[config.mk]
export PLATFORM = sky130hd
export DESIGN_NAME = vend_sequencer
export DESIGN_NICKNAME = d
export VERILOG_FILES = /design/src/rtl/vend_sequencer.sv
export SDC_FILE = /design/constraint.sdc
export NUM_CORES = 1
export LEC_CHECK = 0
export CAP_MARGIN = 20
export CORE_UTILIZATION = 43
export DETAILED_ROUTE_END_ITERATION = 12
export SYNTH_ARGS = -nofsm -noshare
export SYNTH_HDL_FRONTEND = slang
export SYNTH_SLANG_ARGS = --single-unit
[constraint.sdc]
create_clock -name clk -period 7.6 [get_ports clk]
set_input_delay 1.52 -clock clk [delete_from_list [all_inputs] [get_ports clk]]
set_output_delay 1.52 -clock clk [all_outputs]
set_load 0.005 [all_outputs]
[src/rtl/vend_sequencer.sv]
// Coin-operated sale sequencer: credit collection, single dispense, nickel change/refund, stock tracking.
// Optional inactivity refund in COLLECT is compiled in when VEND_TIMEOUT_EN is defined.
module vend_sequencer #(
  parameter int unsigned PRICE       = 15,
  parameter int unsigned STOCK_INIT  = 8,
  parameter int unsigned TIMEOUT_CYC = 16
) (
  input  logic       clk,
  input  logic       rst,
  input  logic [1:0] coin,
  input  logic       cancel,
  input  logic       refill,
  output logic       product,
  output logic       nickel_out,
  output logic       coin_reject,
  output logic [5:0] credit,
  output logic [3:0] stock,
  output logic       sold_out,
  output logic       busy
);

  typedef enum logic [1:0] {IDLE, COLLECT, VEND, CHANGE} state_e;

  localparam logic [6:0] PRICE_W = 7'(PRICE);
  localparam logic [5:0] NICKEL  = 6'd5;
  localparam logic [3:0] STOCK_C = 4'(STOCK_INIT);

  // Out-of-range configurations elaborate an otherwise empty marker scope.
  if (TIMEOUT_CYC == 0 || TIMEOUT_CYC > 255 || PRICE % 5 != 0 || PRICE < 5 || PRICE > 50 ||
      STOCK_INIT == 0 || STOCK_INIT > 15) begin : g_param_range_violation
  end

  state_e     state_q, state_d;
  logic [5:0] credit_q, credit_d;
  logic [3:0] stock_q, stock_d;
  logic       product_q, product_d;
  logic       nickel_q, nickel_d;
  logic       reject_q, reject_d;
  logic       sold_q, sold_d;
  logic       busy_q, busy_d;

  logic       coin_any, coin_valid, stop_req;
  logic [5:0] coin_val;
  logic [6:0] sum;

`ifdef VEND_TIMEOUT_EN
  localparam logic [7:0] TIMEOUT_C = 8'(TIMEOUT_CYC);
  logic [7:0] timer_q, timer_d;
`endif

  always_comb begin
    coin_any   = (coin != 2'b00);
    coin_valid = (coin == 2'b01) || (coin == 2'b10);
    coin_val   = (coin == 2'b10) ? 6'd10 : 6'd5;
    sum        = {1'b0, credit_q} + {1'b0, coin_val};
    stop_req   = cancel;
`ifdef VEND_TIMEOUT_EN
    stop_req   = cancel || (timer_q == TIMEOUT_C);
    timer_d    = '0;
`endif

    state_d   = state_q;
    credit_d  = credit_q;
    stock_d   = stock_q;
    sold_d    = sold_q;
    product_d = 1'b0;
    nickel_d  = 1'b0;
    reject_d  = 1'b0;
    // Outputs trail the state by one cycle, so busy covers exactly the product and nickel pulses.
    busy_d    = (state_q == VEND) || (state_q == CHANGE);

    unique case (state_q)
      IDLE: begin
        if (coin_valid && stock_q != '0) begin
          credit_d = coin_val;
          state_d  = COLLECT;
        end else begin
          reject_d = coin_any;
        end
        if (refill) begin
          stock_d = STOCK_C;
          sold_d  = 1'b0;
        end
      end
      COLLECT: begin
        if (stop_req) begin
          reject_d = coin_any;
          state_d  = CHANGE;
        end else if (coin_valid) begin
          if (sum >= PRICE_W) begin
            credit_d = 6'(sum - PRICE_W);
            state_d  = VEND;
          end else begin
            credit_d = sum[5:0];
          end
        end else begin
          reject_d = coin_any;
`ifdef VEND_TIMEOUT_EN
          timer_d  = timer_q + 8'd1;
`endif
        end
      end
      VEND: begin
        product_d = 1'b1;
        stock_d   = stock_q - 4'd1;
        sold_d    = (stock_q == 4'd1);
        reject_d  = coin_any;
        state_d   = (credit_q != '0) ? CHANGE : IDLE;
      end
      CHANGE: begin
        nickel_d = 1'b1;
        reject_d = coin_any;
        if (credit_q <= NICKEL) begin
          credit_d = '0;
          state_d  = IDLE;
        end else begin
          credit_d = credit_q - NICKEL;
        end
      end
      default: state_d = IDLE;
    endcase
  end

  always_ff @(posedge clk) begin
    if (rst) begin
      state_q   <= IDLE;
      credit_q  <= '0;
      stock_q   <= STOCK_C;
      sold_q    <= 1'b0;
      product_q <= 1'b0;
      nickel_q  <= 1'b0;
      reject_q  <= 1'b0;
      busy_q    <= 1'b0;
`ifdef VEND_TIMEOUT_EN
      timer_q   <= '0;
`endif
    end else begin
      state_q   <= state_d;
      credit_q  <= credit_d;
      stock_q   <= stock_d;
      sold_q    <= sold_d;
      product_q <= product_d;
      nickel_q  <= nickel_d;
      reject_q  <= reject_d;
      busy_q    <= busy_d;
`ifdef VEND_TIMEOUT_EN
      timer_q   <= timer_d;
`endif
    end
  end

  assign product     = product_q;
  assign nickel_out  = nickel_q;
  assign coin_reject = reject_q;
  assign credit      = credit_q;
  assign stock       = stock_q;
  assign sold_out    = sold_q;
  assign busy        = busy_q;

endmodule

==> Implementation_results.wiki <==
{| class="wikitable"
! Metric !! Value
|-
| Post-route cell area || 1790 µm²
|-
| Most instantiated flip-flop cell in the synthesis netlist || dfxtp_1
|-
| Total Wirelength || 3.96 mm
|-
| Die Width || 62.0 µm
|-
| Source of the worst register-to-register timing path || credit[0]
|-
| GRT Util Overall || 22.6%
|-
| Mean number of vias per cell || 5.82
|-
| Nature of the critical path endpoint || register
|-
| Total core area || 3390 µm²
|-
| Insertion delay to the later sink of the worst-skew pair || 0.29 ns
|-
| Total congestion overflow || 0
|-
| Area of the die || 3850 µm²
|-
| Share of the clock period used by the worst path after layout || 59.0%
|-
| Area grow syn2layout || 15.5%
|-
| Post-layout minimum cycle time || 4.48 ns
|-
| Number of clock buffers inserted by TritonCTS || 3
|-
| Standard cell with the maximum stage delay on the critical path || clkdlybuf4s50_1
|-
| Warning count from the yosys run || 0
|-
| Setup Fix Bufs, Post-CTS || 0
|-
| DR iter-0 viols || 117
|-
| Hold buffer count at CTS || 0
|-
| Dpl cell area || 1760 µm²
|-
| H-tree depth || 1
|-
| Fraction of registers with async set/reset || 0%
|-
| Vertical extent of the die || 62.0 µm
|-
| Summed negative setup slack over all endpoints || 0 ns
|-
| Cell variety after synth || 50
|-
| Worst Max-Slew Pin Slew || 0.646 ns
|-
| Number of nets in the layout || 244
|-
| Cell repeated most along the worst path || ha_1
|-
| Leakage dissipation || 0.720 nW
|-
| Clock slew at reported path FFs || 0.09 ns
|-
| Endpoints failing hold || 0
|-
| Startpoint kind of the worst setup timing path || primary input
|-
| Most frequent standard cell in the layout excluding fill and tap cells || nor2_1
|-
| Max transition margin || 56.8%
|-
| Number of buffers added on ports || 20
|-
| DRT Pass-1 Iters || 5
|-
| Antenna diode instance count || 0
|-
| Required @ worst endpoint || 7.80 ns
|-
| Routability congestion estimate from global placement || 0.866
|-
| Average wire per standard cell || 14.9 µm
|-
| Number of top-level pins || 21
|-
| Outcome || completed
|-
| Max-cap violations || 0
|-
| Highest clock frequency the design can meet || 223 MHz
|-
| Wire length of the first global-routing pass || 6.46 mm
|-
| Antenna violation net count after detailed routing || 0
|-
| Final cell utilization of the core || 52.8%
|-
| Startpoint of the tightest hold check path || sold_out
|-
| Pin count of the biggest net entering global routing || 18
|-
| Post-cts repair resize count || 0
|-
| Syn_area_per_cell || 7.64 µm²
|-
| Largest clock skew in the final design || 0.00198 ns
|-
| Cell area after technology mapping || 1550 µm²
|-
| Cell chain of the critical path || clkdlybuf4s50_1 > inv_1 > ha_1 > inv_2 > ha_1 > ha_1 > o21ai_0 > a22oi_1 > and3_1 > a21oi_1 > a211o_1 > a31o_1 > a311oi_1
|-
| Post-synthesis sequential area ratio || 22.0%
|-
| Clock Tree Root || clkbuf_4
|-
| Worst path max stage delay || 0.48 ns
|-
| Worst endpoint data arrival time || 4.68 ns
|-
| Mapped Nets || 226
|-
| Category of the critical setup timing path || primary input to register
|-
| Antenna violations before repair || 0
|-
| Setup-violating endpoint count in the final report || 0
|-
| Maximum fanout encountered on the critical timing path || 7
|-
| CTS tree || done
|-
| Multi-input gate area in the final layout || 1110 µm²
|-
| Bufs and invs on worst path || 3
|-
| Synthesis-stage register bit count || 17
|-
| Share of post-route cells with drive strength above 1 || 5.91%
|-
| DRC violations left || 0
|-
| Number of enable flip-flop cells after synthesis || 0
|-
| Kind of cell adding the most delay to the critical path || compound AO/OA/AOI/OAI gates
|-
| Reg area || 340 µm²
|-
| Unrepaired setup endpoints after global routing || false
|-
| Hold crit path type || register to register
|-
| DP Wirelength || 3.04 mm
|-
| Synthesized netlist cell count || 203
|-
| Top library cells by usage in the layout, fill and taps aside || nor2_1, clkdlybuf4s50_1, ha_1, dfxtp_1, a21oi_1
|-
| Maximum number of buffers from clock root to sink || 2
|-
| Number of clock sinks seen by CTS || 17
|-
| Pwr/cell area || 307 nW/µm²
|-
| Number of global-route vias before repair || 1297
|-
| Vias post-DR || 1547
|-
| Initial standard-cell utilization of the core || 45.7%
|-
| Maximum ir drop on the vdd rail || 0.176 mV
|-
| Worst setup path startpoint || coin[0]
|-
| Fillcell total || 338
|-
| Final Max Slew Viols || 0
|-
| Row count || 21
|}
==> area by class of cell <==
cell class	instances	area share, %
multi-input combinational	163	61.8
clock buffer	4	1.47
sequential	17	19.0
tap	46	3.21
timing repair buffer	20	11.2
inverter	16	3.35
==> logic make-up (layout without fill, tap and decap cells) <==
| family | count (synthesis) | after routing | synth area share, % |
|---|---|---|---|
| mux | 2 | 2 | 1.29 |
| flops | 17 | 17 | 22.0 |
| xor+xnor | 5 | 5 | 2.83 |
| simple gates | 76 | 76 | 25.8 |
| fa+ha+maj | 17 | 17 | 13.7 |
| compound gates | 63 | 63 | 27.7 |
| buf+inv | 23 | 40 | 6.70 |
==> worst min-delay path: stages, from the launching register on <==
cell and delay [ns]:
dfxtp_1 0.34, a21oi_1 0.06, nor2_1 0.07
==> cells in the mapped netlist (3+ instances only) <==
| cell | n | area share (%) |
|---|---|---|
| nor2_1 | 26 | 6.3 |
| dfxtp_1 | 17 | 22 |
| ha_1 | 17 | 14 |
| a21oi_1 | 16 | 5.2 |
| inv_1 | 14 | 3.4 |
| nand2_1 | 12 | 2.9 |
| nor3_1 | 8 | 2.6 |
| o21ai_0 | 8 | 2.6 |
| nand3_1 | 6 | 1.9 |
| nor2b_1 | 6 | 2.4 |
| o21ai_1 | 4 | 1.3 |
| a211o_1 | 3 | 1.7 |
| a211oi_1 | 3 | 1.5 |
| clkbuf_1 | 3 | 0.73 |
| nor4b_1 | 3 | 1.7 |
| o21a_1 | 3 | 1.5 |
| o31ai_1 | 3 | 1.5 |
| or2_2 | 3 | 1.2 |
| xor2_1 | 3 | 1.7 |
==> metal layers <==
layer	wire, µm	vias up	global-route usage (%)
met5	0	-	0
met4	27	0	3.49
met3	297	4	4.97
met2	1690	76	31.9
met1	1950	698	35.2
li1	-	769	-
==> state kept, by name, summed over array words and instances (netlist names) <==
signal	cells
nickel_out	1
state_q	2
sold_out	1
stock	4
product	1
credit	6
busy	1
coin_reject	1
==> final timing paths <==
check,slack [ns],depth (start not counted),to
worst max-delay path,3.12,13,state_q[0]
worst max register to register,4.87,9,state_q[0]
worst min register to register,0.50,2,sold_out
worst min-delay path,0.50,2,sold_out
==> where the power goes <==
part           total (mW)  internal [mW]  switching [mW]
logic               0.358          0.152           0.206
clock network      0.0485         0.0204          0.0281
registers           0.142          0.109          0.0330
==> per-stage QoR <==
stage	instances	total power, mW	hold slack, ns	setup WS [ns]
detailed placement	262	0.493	0.484	2.80
floorplan	203	0.404	0.483	3.65
CTS	266	0.545	0.508	3.12
global placement	262	0.494	0.472	2.97
global route	266	0.603	0.555	2.81
finish	266	0.549	0.501	3.12
(Power assumes the default switching activity.)
